$ cat src/rtl/sseg_pkg.sv
// -----------------------------------------------------------------------------
// sseg_pkg
// Shared definitions for the four-digit seven-segment scan controller:
//   - register offsets decoded from daddr[3:2]
//   - scan state encoding
//   - anode drive table (active-low, one entry per digit)
//   - "display off" constants and the CTRL reset value
// -----------------------------------------------------------------------------
package sseg_pkg;

   // Word offsets of the bus registers (daddr[3:2])
   localparam logic [1:0] REG_DATA   = 2'd0;
   localparam logic [1:0] REG_CTRL   = 2'd1;
   localparam logic [1:0] REG_STATUS = 2'd2;

   // Scan sequencer states
   typedef enum logic [1:0] {
      ST_IDLE  = 2'd0,
      ST_BLANK = 2'd1,
      ST_DRIVE = 2'd2
   } scan_state_t;

   // All anodes released / all segments dark (both active-low)
   localparam logic [3:0] AN_OFF  = 4'b1111;
   localparam logic [7:0] SEG_OFF = 8'hFF;

   // Enabled, full brightness
   localparam logic [31:0] CTRL_RESET = 32'h0000_00F1;

   // Anode pattern for digits 0..3
   localparam logic [3:0] ANODE_TABLE [4] = '{4'b1110, 4'b1101, 4'b1011, 4'b0111};

   function automatic logic [3:0] anode_for(input logic [1:0] digit);
      return ANODE_TABLE[digit];
   endfunction

endpackage

$ cat src/rtl/sseg_pwm_timer.sv
// -----------------------------------------------------------------------------
// sseg_pwm_timer
// Prescaler plus 16-step PWM step counter used while a digit is being driven.
// All state changes on the falling clock edge, matching the bus peripheral.
//
// Ports:
//   clk         system clock (falling edge active)
//   rst         asynchronous active-low reset
//   run         count enable; counters are held at 0 while low
//   clear       force both counters back to 0 on this edge
//   step_done   last clock of the current PWM step
//   s[3:0]      current PWM step index 0..15
//   drive_done  last clock of step 15, i.e. end of the digit's drive window
// -----------------------------------------------------------------------------
module sseg_pwm_timer #(
   parameter int STEP_CYCLES = 6510
) (
   input  logic       clk,
   input  logic       rst,
   input  logic       run,
   input  logic       clear,
   output logic       step_done,
   output logic [3:0] s,
   output logic       drive_done
);

   localparam int PW = (STEP_CYCLES > 1) ? $clog2(STEP_CYCLES) : 1;
   localparam logic [PW-1:0] PRESC_LAST = PW'(STEP_CYCLES - 1);

   logic [PW-1:0] presc;

   assign step_done  = run && (presc == PRESC_LAST);
   assign drive_done = step_done && (s == 4'hF);

   // Prescaler counts clocks inside a step; the step index advances when the
   // prescaler wraps and itself wraps from 15 back to 0 at the end of drive,
   // so the next digit starts from a clean count without extra logic.
   always_ff @(negedge clk or negedge rst) begin
      if (!rst) begin
         presc <= '0;
         s     <= 4'd0;
      end else if (clear || !run) begin
         presc <= '0;
         s     <= 4'd0;
      end else if (step_done) begin
         presc <= '0;
         s     <= s + 4'd1;
      end else begin
         presc <= presc + 1'b1;
      end
   end

endmodule

$ cat src/rtl/sseg_scan_ctrl.sv
// -----------------------------------------------------------------------------
// sseg_scan_ctrl
// Bus-mapped scan controller for a 4-digit multiplexed seven-segment display.
// Software writes the next frame's four segment bytes into DATA; they are
// copied into the active buffer only at the start of a frame (entering BLANK
// for digit 0) so a frame never mixes old and new bytes. Each digit gets a
// short all-off blanking gap followed by a 16-step PWM drive window whose duty
// is set by CTRL.bright.
//
// Ports:
//   clk           system clock, all state changes on the falling edge
//   rst           asynchronous active-low reset
//   ie, iaddr     instruction-side bus, not used by this peripheral
//   de            data enable
//   daddr         data address, register select = daddr[3:2]
//   drw           drw[0] is the write strobe
//   din           write data
//   iout          instruction read data, always 0
//   dout          combinational register read data
//   sseg_an       digit anodes, active-low
//   sseg_display  segment byte for the digit currently lit
//   frame_tick    one-clock pulse on every frame latch
//
// Registers:
//   0x0 DATA    pending segment bytes, byte n = digit n
//   0x4 CTRL    [0] enable, [7:4] bright
//   0x8 STATUS  [1:0] digit, [2] pending_valid, [31:16] frame_cnt (read-only)
//   0xC         reads 0
// -----------------------------------------------------------------------------
module sseg_scan_ctrl
   import sseg_pkg::*;
#(
   parameter int STEP_CYCLES  = 6510,
   parameter int BLANK_CYCLES = 32
) (
   input  logic        clk,
   input  logic        rst,
   input  logic        ie,
   input  logic        de,
   input  logic [31:0] iaddr,
   input  logic [31:0] daddr,
   input  logic [1:0]  drw,
   input  logic [31:0] din,
   output logic [31:0] iout,
   output logic [31:0] dout,
   output logic [3:0]  sseg_an,
   output logic [7:0]  sseg_display,
   output logic        frame_tick
);

   localparam int BW = (BLANK_CYCLES > 1) ? $clog2(BLANK_CYCLES) : 1;
   localparam logic [BW-1:0] BLANK_LAST = BW'(BLANK_CYCLES - 1);

   scan_state_t state;
   scan_state_t next_state;

   logic [31:0]   data_reg;
   logic [31:0]   active;
   logic          pending_valid;
   logic          enable;
   logic [3:0]    bright;
   logic [3:0]    bright_q;
   logic [1:0]    digit;
   logic [BW-1:0] blank_cnt;
   logic [15:0]   frame_cnt;

   logic [1:0] reg_sel;
   logic       wr_en;
   logic       data_wr;
   logic       ctrl_wr;
   logic       next_enable;
   logic       latch;
   logic       step_done;
   logic       drive_done;
   logic [3:0] s;

   logic unused_bits;

   assign unused_bits = ^{ie, iaddr, daddr[31:4], daddr[1:0], drw[1], step_done};

   assign iout    = 32'd0;
   assign reg_sel = daddr[3:2];
   assign wr_en   = de && drw[0];
   assign data_wr = wr_en && (reg_sel == REG_DATA);
   assign ctrl_wr = wr_en && (reg_sel == REG_CTRL);

   // Enable as it will be after this edge; a CTRL write takes effect on the
   // same edge it is issued, both for stopping and for restarting the scan.
   assign next_enable = ctrl_wr ? din[0] : enable;

   sseg_pwm_timer #(
      .STEP_CYCLES(STEP_CYCLES)
   ) u_timer (
      .clk       (clk),
      .rst       (rst),
      .run       (state == ST_DRIVE),
      .clear     (!next_enable),
      .step_done (step_done),
      .s         (s),
      .drive_done(drive_done)
   );

   // Next-state decode. A frame latch happens whenever the sequencer enters
   // BLANK for digit 0: either restarting from IDLE or finishing digit 3.
   // Disabling overrides everything, including a latch due on the same edge.
   always_comb begin
      next_state = state;
      latch      = 1'b0;
      case (state)
         ST_IDLE: begin
            if (next_enable) begin
               next_state = ST_BLANK;
               latch      = 1'b1;
            end
         end
         ST_BLANK: begin
            if (blank_cnt == BLANK_LAST) begin
               next_state = ST_DRIVE;
            end
         end
         ST_DRIVE: begin
            if (drive_done) begin
               next_state = ST_BLANK;
               latch      = (digit == 2'd3);
            end
         end
         default: begin
            next_state = ST_BLANK;
         end
      endcase
      if (!next_enable) begin
         next_state = ST_IDLE;
         latch      = 1'b0;
      end
   end

   // Pin drive: the anode is lit only during DRIVE and only for PWM steps up
   // to the brightness captured at the start of this digit's drive window.
   always_comb begin
      sseg_an      = AN_OFF;
      sseg_display = SEG_OFF;
      if ((state == ST_DRIVE) && (s <= bright_q)) begin
         sseg_an      = anode_for(digit);
         sseg_display = active[{digit, 3'b000} +: 8];
      end
   end

   // Register read mux
   always_comb begin
      dout = 32'd0;
      case (reg_sel)
         REG_DATA:   dout = data_reg;
         REG_CTRL:   dout = {24'd0, bright, 3'd0, enable};
         REG_STATUS: dout = {frame_cnt, 13'd0, pending_valid, digit};
         default:    dout = 32'd0;
      endcase
   end

   // Bus-writable registers. A DATA write on the same edge as a frame latch
   // still leaves pending_valid set, because the latch consumed the old value
   // and the new one is still waiting for the next frame.
   always_ff @(negedge clk or negedge rst) begin
      if (!rst) begin
         data_reg      <= 32'd0;
         pending_valid <= 1'b0;
         enable        <= CTRL_RESET[0];
         bright        <= CTRL_RESET[7:4];
      end else begin
         if (data_wr) begin
            data_reg <= din;
         end
         if (data_wr) begin
            pending_valid <= 1'b1;
         end else if (latch) begin
            pending_valid <= 1'b0;
         end
         if (ctrl_wr) begin
            enable <= din[0];
            bright <= din[7:4];
         end
      end
   end

   // Frame latch: swap in the pending pattern (if any), count the frame and
   // raise frame_tick for exactly the clock following the latch edge.
   always_ff @(negedge clk or negedge rst) begin
      if (!rst) begin
         active     <= 32'd0;
         frame_cnt  <= 16'd0;
         frame_tick <= 1'b0;
      end else begin
         frame_tick <= latch;
         if (latch) begin
            frame_cnt <= frame_cnt + 16'd1;
            if (pending_valid) begin
               active <= data_reg;
            end
         end
      end
   end

   // Sequencer state, digit index, blanking counter and the brightness
   // snapshot. Brightness is sampled only on BLANK->DRIVE so a CTRL write
   // mid-digit cannot change the duty of the digit already being driven.
   always_ff @(negedge clk or negedge rst) begin
      if (!rst) begin
         state     <= ST_BLANK;
         digit     <= 2'd0;
         blank_cnt <= '0;
         bright_q  <= 4'd0;
      end else begin
         state <= next_state;

         if ((state == ST_BLANK) && (next_state == ST_BLANK)) begin
            blank_cnt <= blank_cnt + 1'b1;
         end else begin
            blank_cnt <= '0;
         end

         if (!next_enable) begin
            digit <= 2'd0;
         end else if ((state == ST_DRIVE) && drive_done) begin
            digit <= digit + 2'd1;
         end

         if ((state == ST_BLANK) && (next_state == ST_DRIVE)) begin
            bright_q <= bright;
         end
      end
   end

endmodule

$ cat config.mk
export PLATFORM = sky130hd
export DESIGN_NAME = sseg_scan_ctrl
export DESIGN_NICKNAME = d
export VERILOG_FILES = /design/src/rtl/sseg_pkg.sv /design/src/rtl/sseg_pwm_timer.sv /design/src/rtl/sseg_scan_ctrl.sv
export SDC_FILE = /design/constraint.sdc
export NUM_CORES = 1
export LEC_CHECK = 0
export ABC_AREA = 1
export BUFFER_PORTS_ARGS = -buffer_cell sky130_fd_sc_hd__buf_4
export CAP_MARGIN = 20
export CORE_MARGIN = 2
export CORE_UTILIZATION = 53
export CTS_CLUSTER_SIZE = 20
export DETAILED_ROUTE_END_ITERATION = 8
export PLACE_DENSITY = 0.91
export RECOVER_POWER = 100
export SETUP_SLACK_MARGIN = 0.4
export SYNTH_ARGS = -nofsm -noshare
export SYNTH_HDL_FRONTEND = slang
export SYNTH_SLANG_ARGS = --single-unit
$ cat constraint.sdc
create_clock -name clk -period 2.1 [get_ports clk]
set_input_delay 0.21 -clock clk [delete_from_list [all_inputs] [get_ports clk]]
set_output_delay 0.21 -clock clk [all_outputs]
set_load 0.01 [all_outputs]
==> qor.csv, run 1 <==
metric,value,unit
run_status,did not finish,
failed_stage,5_1_grt,
toolErrorMsg,[ERROR GRT-0232] Routing congestion too high. Check the congestion heatmap in the GUI.,
die_w,113,um
grt_start_max_net_pins,66,
grt-worst-endpoint,sseg_display[6],
synthCells,753,
yosys.area_share.simple,25.5,%
synth.largest_area_cell,dfrtn_1,
yosysWarnings,0,
dp_hpwl,11.6,mm
synth_area,0.00633,mm^2
grtUsageTotal,71.2,%
ys_seq_area_share,46.3,%
port_buffers,82,
clockBufferDepth,2,
cts_sinks,117,
gp_congestion,0.841,
place_area,0.00787,mm^2
synthAdderAreaFrac,3.56,%
cts-htree-levels,4,
rows,39,
grt_overflow,8,
synth-seq-cells,117,
synth_xor_area_share,3.18,%
endpoint_type,top-level output,
hold_buffers,0,
synth_top_family_by_area,simple AND/OR/NAND/NOR gates,
start_util,55.0,%
synth.area.top_cells,"dfrtn_1, nand2_1, buf_4",
synth_top_area_share,43.9,%
numCtsBuffers,17,
synth_compound_area_share,7.09,%
synth.area.mux_share,3.20,%
syn_avg_cell_area,8.41,um^2
clock-root-buffer,clkbuf_16,
place_inst,1017,
synth.distinct_cells,42,
dieHeight,113,um
boundaryPins,179,
==> repair_timing <==
item,in CTS
pin swaps,74
setup endpoints to repair,158
gates resized for setup,220
endpoints found under the hold margin,0
gates cloned,18
buffers inserted,89
==> metal layers <==
layer  GRT overflow  global-route usage, %
met1              0                   71.3
met2              4                   90.3
met3              0                   50.8
met4              4                   75.5
met5              0                   10.6
==> cell usage after synthesis, drive strengths merged <==
library cell	instances
nand4	38
xor2	20
o22ai	8
nand2	191
clkinv	2
a21o	1
a21oi	15
o21ai	49
and3	1
dfstp	6
o211ai	2
nor3b	3
nor2	75
ha	18
dfrtn	111
inv	75
buf	50
nor3	9
nand3	38
nand3b	1
xnor2	3
mux2	18
a32o	1
conb	1
a22o	4
clkbuf	13
==> logic make-up after synthesis <==
kind of cell | count (synthesis)
other cells | 1
flops | 117
buf+inv | 140
mux | 18
compound gates | 80
xor+xnor | 23
simple gates | 356
fa+ha+maj | 18
==> through the flow <==
step	setup TNS, ns	setup WS (ns)
after global placement	-41.72	-0.616
after detailed placement	-46.20	-0.667
after floorplan	-21.91	-0.502
after CTS	-23.31	-1.05
==> run 2, diff against run 1 <==
Settings changed: CORE_UTILIZATION 53 to 40, CTS_CLUSTER_SIZE 20 to not set, PLACE_DENSITY 0.91 to not set, PLACE_DENSITY_LB_ADDON set to 0.15, SETUP_SLACK_MARGIN 0.4 to not set.
==> run 2 against run 1 <==
The flow now finishes, with violations (setup timing). Area after synthesis unchanged. Synthesized cell count stayed put.
==> qor.csv, run 2 <==
metric,value,unit
run_status,"complete, but fails checks",
violations,setup timing,
wirelength,19.0,mm
core-area,0.0153,mm^2
rows,45,
critPathCaptureType,output port,
path_buf_inv,4,
grtUsageTotal,22.9,%
synth-async-reset-ratio,100,%
cts-htree-levels,4,
syn_avg_cell_area,8.41,um^2
hold_viol,0,
arrival,2.98,ns
yosysMostFrequentCell,nand2_1,
place_area,0.00789,mm^2
synth-seq-cells,117,
ys.flop_type,dfrtn_1,
antenna_found_initial,0,
fin_ws,-1.09,ns
boundaryPins,179,
final_cell_area,0.00994,mm^2
hold_depth,1,
vdd_drop_max,627,uV
path_delay_family,flip-flops,
rsz0062_at_grt,yes,
netlist_top_cells_count,"nand2_1, dfrtn_1, inv_1, nor2_1, o21ai_0",
dp_hpwl,12.3,mm
final_nets,1109,
synth-edff-count,0,
p_leak,0.00488,uW
layout-drive-gt1-share,48.1,%
path_clk_slew,0.04,ns
tritoncts,yes,
grt_overflow,0,
pre_cts_slack,-0.771,ns
ant_nets,0,
worst_slew_pin_slew,1.04,ns
maxSlewViolCount,0,
cts_sinks,117,
hold_buffers,0,
post-route-util,64.9,%
synth.area.top_cells,"dfrtn_1, nand2_1, buf_4",
post_drt_via_cell_ratio,4.97,
grt_pass1_vias,6024,
die_w,130,um
crit_fanout,9,
antenna_cells,0,
port_buffers,82,
post-route-drc-count,0,
worst_hold_path_type,reg -> reg,
holdWs,0.388,ns
worst-path-stages,9,
rr_worst_depth,15,
synthCells,753,
start_util,41.4,%
synth_area,0.00633,mm^2
clock-root-buffer,clkbuf_16,
grt_start_max_net_pins,54,
maxCapViolCount,0,
yosysWarnings,0,
syn_to_final_growth,56.9,%
detail_route.wl_per_cell,15.7,um
layout_commonest_cell,buf_4,
numCtsBuffers,17,
synth.largest_area_cell,dfrtn_1,
clockBufferDepth,2,
crit_path_frequent_cell,inv_2,
gp_congestion,0.885,
dieArea,0.0169,mm^2
critPathLaunchType,flip-flop,
cp_data_required_time,1.89,ns
cpPeakStageDelay,0.42,ns
cp_cell_sequence,inv_2 -> ha_4 -> inv_2 -> nor2_4 -> o21ai_2 -> a32o_2 -> buf_12 -> nand3_2 -> buf_6,
setup_viol,151,
dieHeight,130,um
synth_top_area_share,43.9,%
ys_seq_area_share,46.3,%
drt_iter0_drc,285,
total_power,9490,uW
clock_skew,0.0510,ns
worst_path_max_delay_cell,dfrtn_1,
synth.distinct_cells,42,
relSlewSlack,30.8,%
path_class,reg -> out,
layout_common_cells,"buf_4, dfrtn_1, nand2_1, nor2_1, nand2_2",
first_pass_iters,5,
clock_latency,0.44,ns
vias,6029,
p_per_area,954,mW/mm^2
grt_pass1_wl,29.7,mm
run 2: layer usage:
| metal | GRT usage, % | wire length, um |
|---|---|---|
| met5 | 0 | 0 |
| met3 | 5.00 | 935 |
| met2 | 39.0 | 9730 |
| met1 | 28.8 | 7970 |
| met4 | 8.16 | 391 |
run 2: what timing repair did:
item	in CTS	in global routing
cloned	8	4
pin swaps	47	35
resized for setup	93	155
setup endpoints to repair	122	112
endpoints found under the hold margin	0	0
setup buffers	41	22
run 2: path summary, 6_finish.rpt:
check	from	to	slack [ns]
max in group asynchronous	rst	active[3]	0.37
worst min register to register	blank_cnt[0]	blank_cnt[0]	0.39
worst max-delay path	bright_q[1]	sseg_display[4]	-1.09
worst min-delay path	blank_cnt[0]	blank_cnt[0]	0.39
min in group asynchronous	rst	frame_tick	0.62
worst max register to register	state[0]	frame_cnt[10]	-0.02
run 2: cell families after synthesis:
logic type / count (synthesis) / synth area share (%)
muxes: 18 / 3.20
and+or+nand+nor: 356 / 25.5
other: 1 / 0.0592
adders and majority gates: 18 / 3.56
xor gates and xnor gates: 23 / 3.18
DFF: 117 / 46.3
buffers and inverters: 140 / 11.1
AOI/OAI and AO/OA: 80 / 7.09
run 2: final cells by class:
type,count,area [um^2]
Timing Repair inverter,2,27.5
Timing Repair Buffer,240,2240
Sequential cell,117,2940
Tap cell,211,264
Inverter,76,338
Clock buffer,24,515
Multi-Input combinational cell,529,3510
Fill cell,1237,5380
Clock inverter,14,110
run 2: worst reg2reg max path, stage by stage, from the launching register on:
cell	delay (ns)
dfstp_2	0.54
inv_2	0.05
ha_4	0.18
buf_16	0.15
nand2_1	0.06
inv_1	0.04
nand2_2	0.07
nor2_4	0.05
nand4_4	0.07
nand2_4	0.08
buf_6	0.12
buf_12	0.12
nand2_8	0.13
clkinv_8	0.12
nand2_1	0.08
nand2_1	0.04
run 2: stage by stage:
stage	instances	TNS [ns]
after CTS	1188	-24.16
final	1213	-45.32
after global placement	1102	-54.48
after detailed placement	1102	-57.34
after global routing	1213	-52.17
after floorplan	784	-21.18
run 2: power by group:
group	total, uW	switching, uW	internal, uW
Combinational	3200	1640	1560
Clock	2980	1020	1950
Sequential	3310	463	2840
No activity file was read; power rests on OpenSTA's default activity.
==> run 3, diff against run 2 <==
Settings changed: SETUP_SLACK_MARGIN set to 0.02.
==> run 3 against run 2 <==
The run still ends with setup timing left. Design area rose by 2.0%. First-iteration DRC count rose by 40%. Count of clock-buffer cells in the layout fell by 7. Wire length rose by 3.5%. Utilization rose by 1.3 points. Register-to-register slack got worse by 0.08 ns.
==> qor.csv, run 3 (synthesized netlist as in run 2, its figures left out) <==
metric,value,unit
run_status,"complete, but fails checks",
violations,setup timing,
p_sw_share,35.2,%
maxCapViolCount,0,
clock_skew,0.0826,ns
pre_cts_slack,-0.718,ns
vdd_drop_max,726,uV
intPower,6280,uW
crit_fanout,5,
path_class,reg -> out,
antenna_found_initial,0,
rsz0062_at_grt,yes,
detail_route.wl_per_cell,16.1,um
worst_hold_path_type,reg -> reg,
place_area,0.00792,mm^2
holdWs,0.403,ns
hold_end,blank_cnt[0],
maxSlewViolCount,0,
antenna_cells,0,
fin_ws,-1.15,ns
numCtsBuffers,17,
tritoncts,yes,
worstHoldStart,blank_cnt[0],
critPathLaunchType,flip-flop,
dieHeight,130,um
p_per_area,957,mW/mm^2
gp_congestion,0.910,
critPathCaptureType,output port,
switchingPower,3420,uW
post_drt_via_cell_ratio,4.97,
grt_pass1_wl,29.6,mm
grt_pass1_vias,5934,
fin_setup_tns,-53.96,ns
syn_to_final_growth,60.1,%
power_frac_comb,37.1,%
p_leak,0.00494,uW
die_w,130,um
path_clk_slew,0.04,ns
cp_data_required_time,1.89,ns
r2r_start,state[0],
clock-root-buffer,clkbuf_16,
boundaryPins,179,
post-route-util,66.2,%
layout-drive-gt1-share,48.8,%
relSlewSlack,31.2,%
worst_slew_pin_slew,1.03,ns
port_buffers,82,
reg2reg_to,active[6],
hold_depth,1,
power_frac_seq,34.1,%
rr_worst_depth,16,
rows,45,
grtUsageTotal,22.6,%
layout_commonest_cell,buf_4,
setup_viol,149,
vias,6079,
cts_sinks,117,
post-route-drc-count,0,
grt_start_max_net_pins,51,
dieArea,0.0169,mm^2
dp_hpwl,12.0,mm
final_nets,1120,
hold_viol,0,
clockPowerShare,28.8,%
layout_common_cells,"buf_4, dfrtn_1, nand2_1, nor2_1, nand2_2",
clock_latency,0.47,ns
ant_nets,0,
cts-htree-levels,4,
drt_iter0_drc,398,
grt_overflow,0,
clockBufferDepth,2,
core-area,0.0153,mm^2
start_util,41.4,%
final_cell_area,0.0101,mm^2
r2r_slack,-0.10,ns
arrival,3.04,ns
first_pass_iters,6,
wirelength,19.7,mm
## run 3: cell types whose count changed in the layout (fill, tap and decap cells not counted), sizes merged
cell / before / now
inv: 82 / 83
clkinvlp: 0 / 7
buf: 227 / 241
clkbuf: 36 / 27
clkinv: 6 / 7
bufinv: 4 / 1
nand2: 193 / 194
bufbuf: 1 / 0
## run 3: critical path: stages (launching register included)
cell	delay, ns
dfrtn_1	0.43
inv_2	0.05
ha_4	0.26
inv_2	0.03
nor2_2	0.08
o21ai_1	0.07
a32o_2	0.30
clkbuf_16	0.20
nand3_4	0.06
buf_6	0.10
## run 3: metrics by stage
step / power, uW / instances
after floorplan: 4540 / 784
after global placement: 5290 / 1101
after detailed placement: 5350 / 1101
after CTS: 8840 / 1200
after global routing: 10100 / 1224
final: 9700 / 1224
## run 3: power by group through the flow
stage	Sequential [uW]	Clock [uW]	Combinational, uW
3_3_place_gp	3190	20.7	2080
6_report	3310	2790	3600
5_1_grt	3360	2950	3850
2_1_floorplan	3110	20.7	1420
4_1_cts	3150	2820	2880
3_5_place_dp	3200	20.7	2120
## run 3: cell type report
cell class | instances | area, um^2
Clock inverter | 21 | 154
Timing Repair Buffer | 251 | 2340
Timing Repair inverter | 1 | 11.3
Sequential cell | 117 | 2940
Fill cell | 1166 | 5180
Inverter | 76 | 343
Tap cell | 211 | 264
Multi-Input combinational cell | 530 | 3660
Clock buffer | 17 | 425
## run 3: worst max-delay path by stage
stage                 endpoint  cells past startpoint         from
3_3_place_gp        sseg_an[3]                      9  bright_q[1]
4_1_cts             sseg_an[3]                      9  bright_q[1]
6_report       sseg_display[5]                      9  bright_q[1]
2_1_floorplan       sseg_an[0]                      8  bright_q[3]
3_5_place_dp        sseg_an[3]                      9  bright_q[1]
5_1_grt        sseg_display[5]                      9  bright_q[2]
## run 3: metal layers
| metal | vias to the layer above | wire, um | track usage, % | share of wire, % |
|---|---|---|---|---|
| met5 | - | 0 | 0 | 0 |
| met4 | 0 | 342 | 7.65 | 1.7 |
| met3 | 27 | 1060 | 5.78 | 5.4 |
| met2 | 204 | 9800 | 36.3 | 50 |
| met1 | 2953 | 8490 | 29.9 | 43 |
| li1 | 2895 | - | - | - |
## run 3: repair_timing
| item | 4_1_cts | 5_1_grt |
|---|---|---|
| hold buffers | 0 | 0 |
| setup buffers | 55 | 25 |
| pin swaps | 54 | 44 |
| endpoints found under the hold margin | 0 | 0 |
| gates resized for setup | 115 | 160 |
| setup endpoints to repair | 121 | 117 |
| cloned | 8 | 4 |
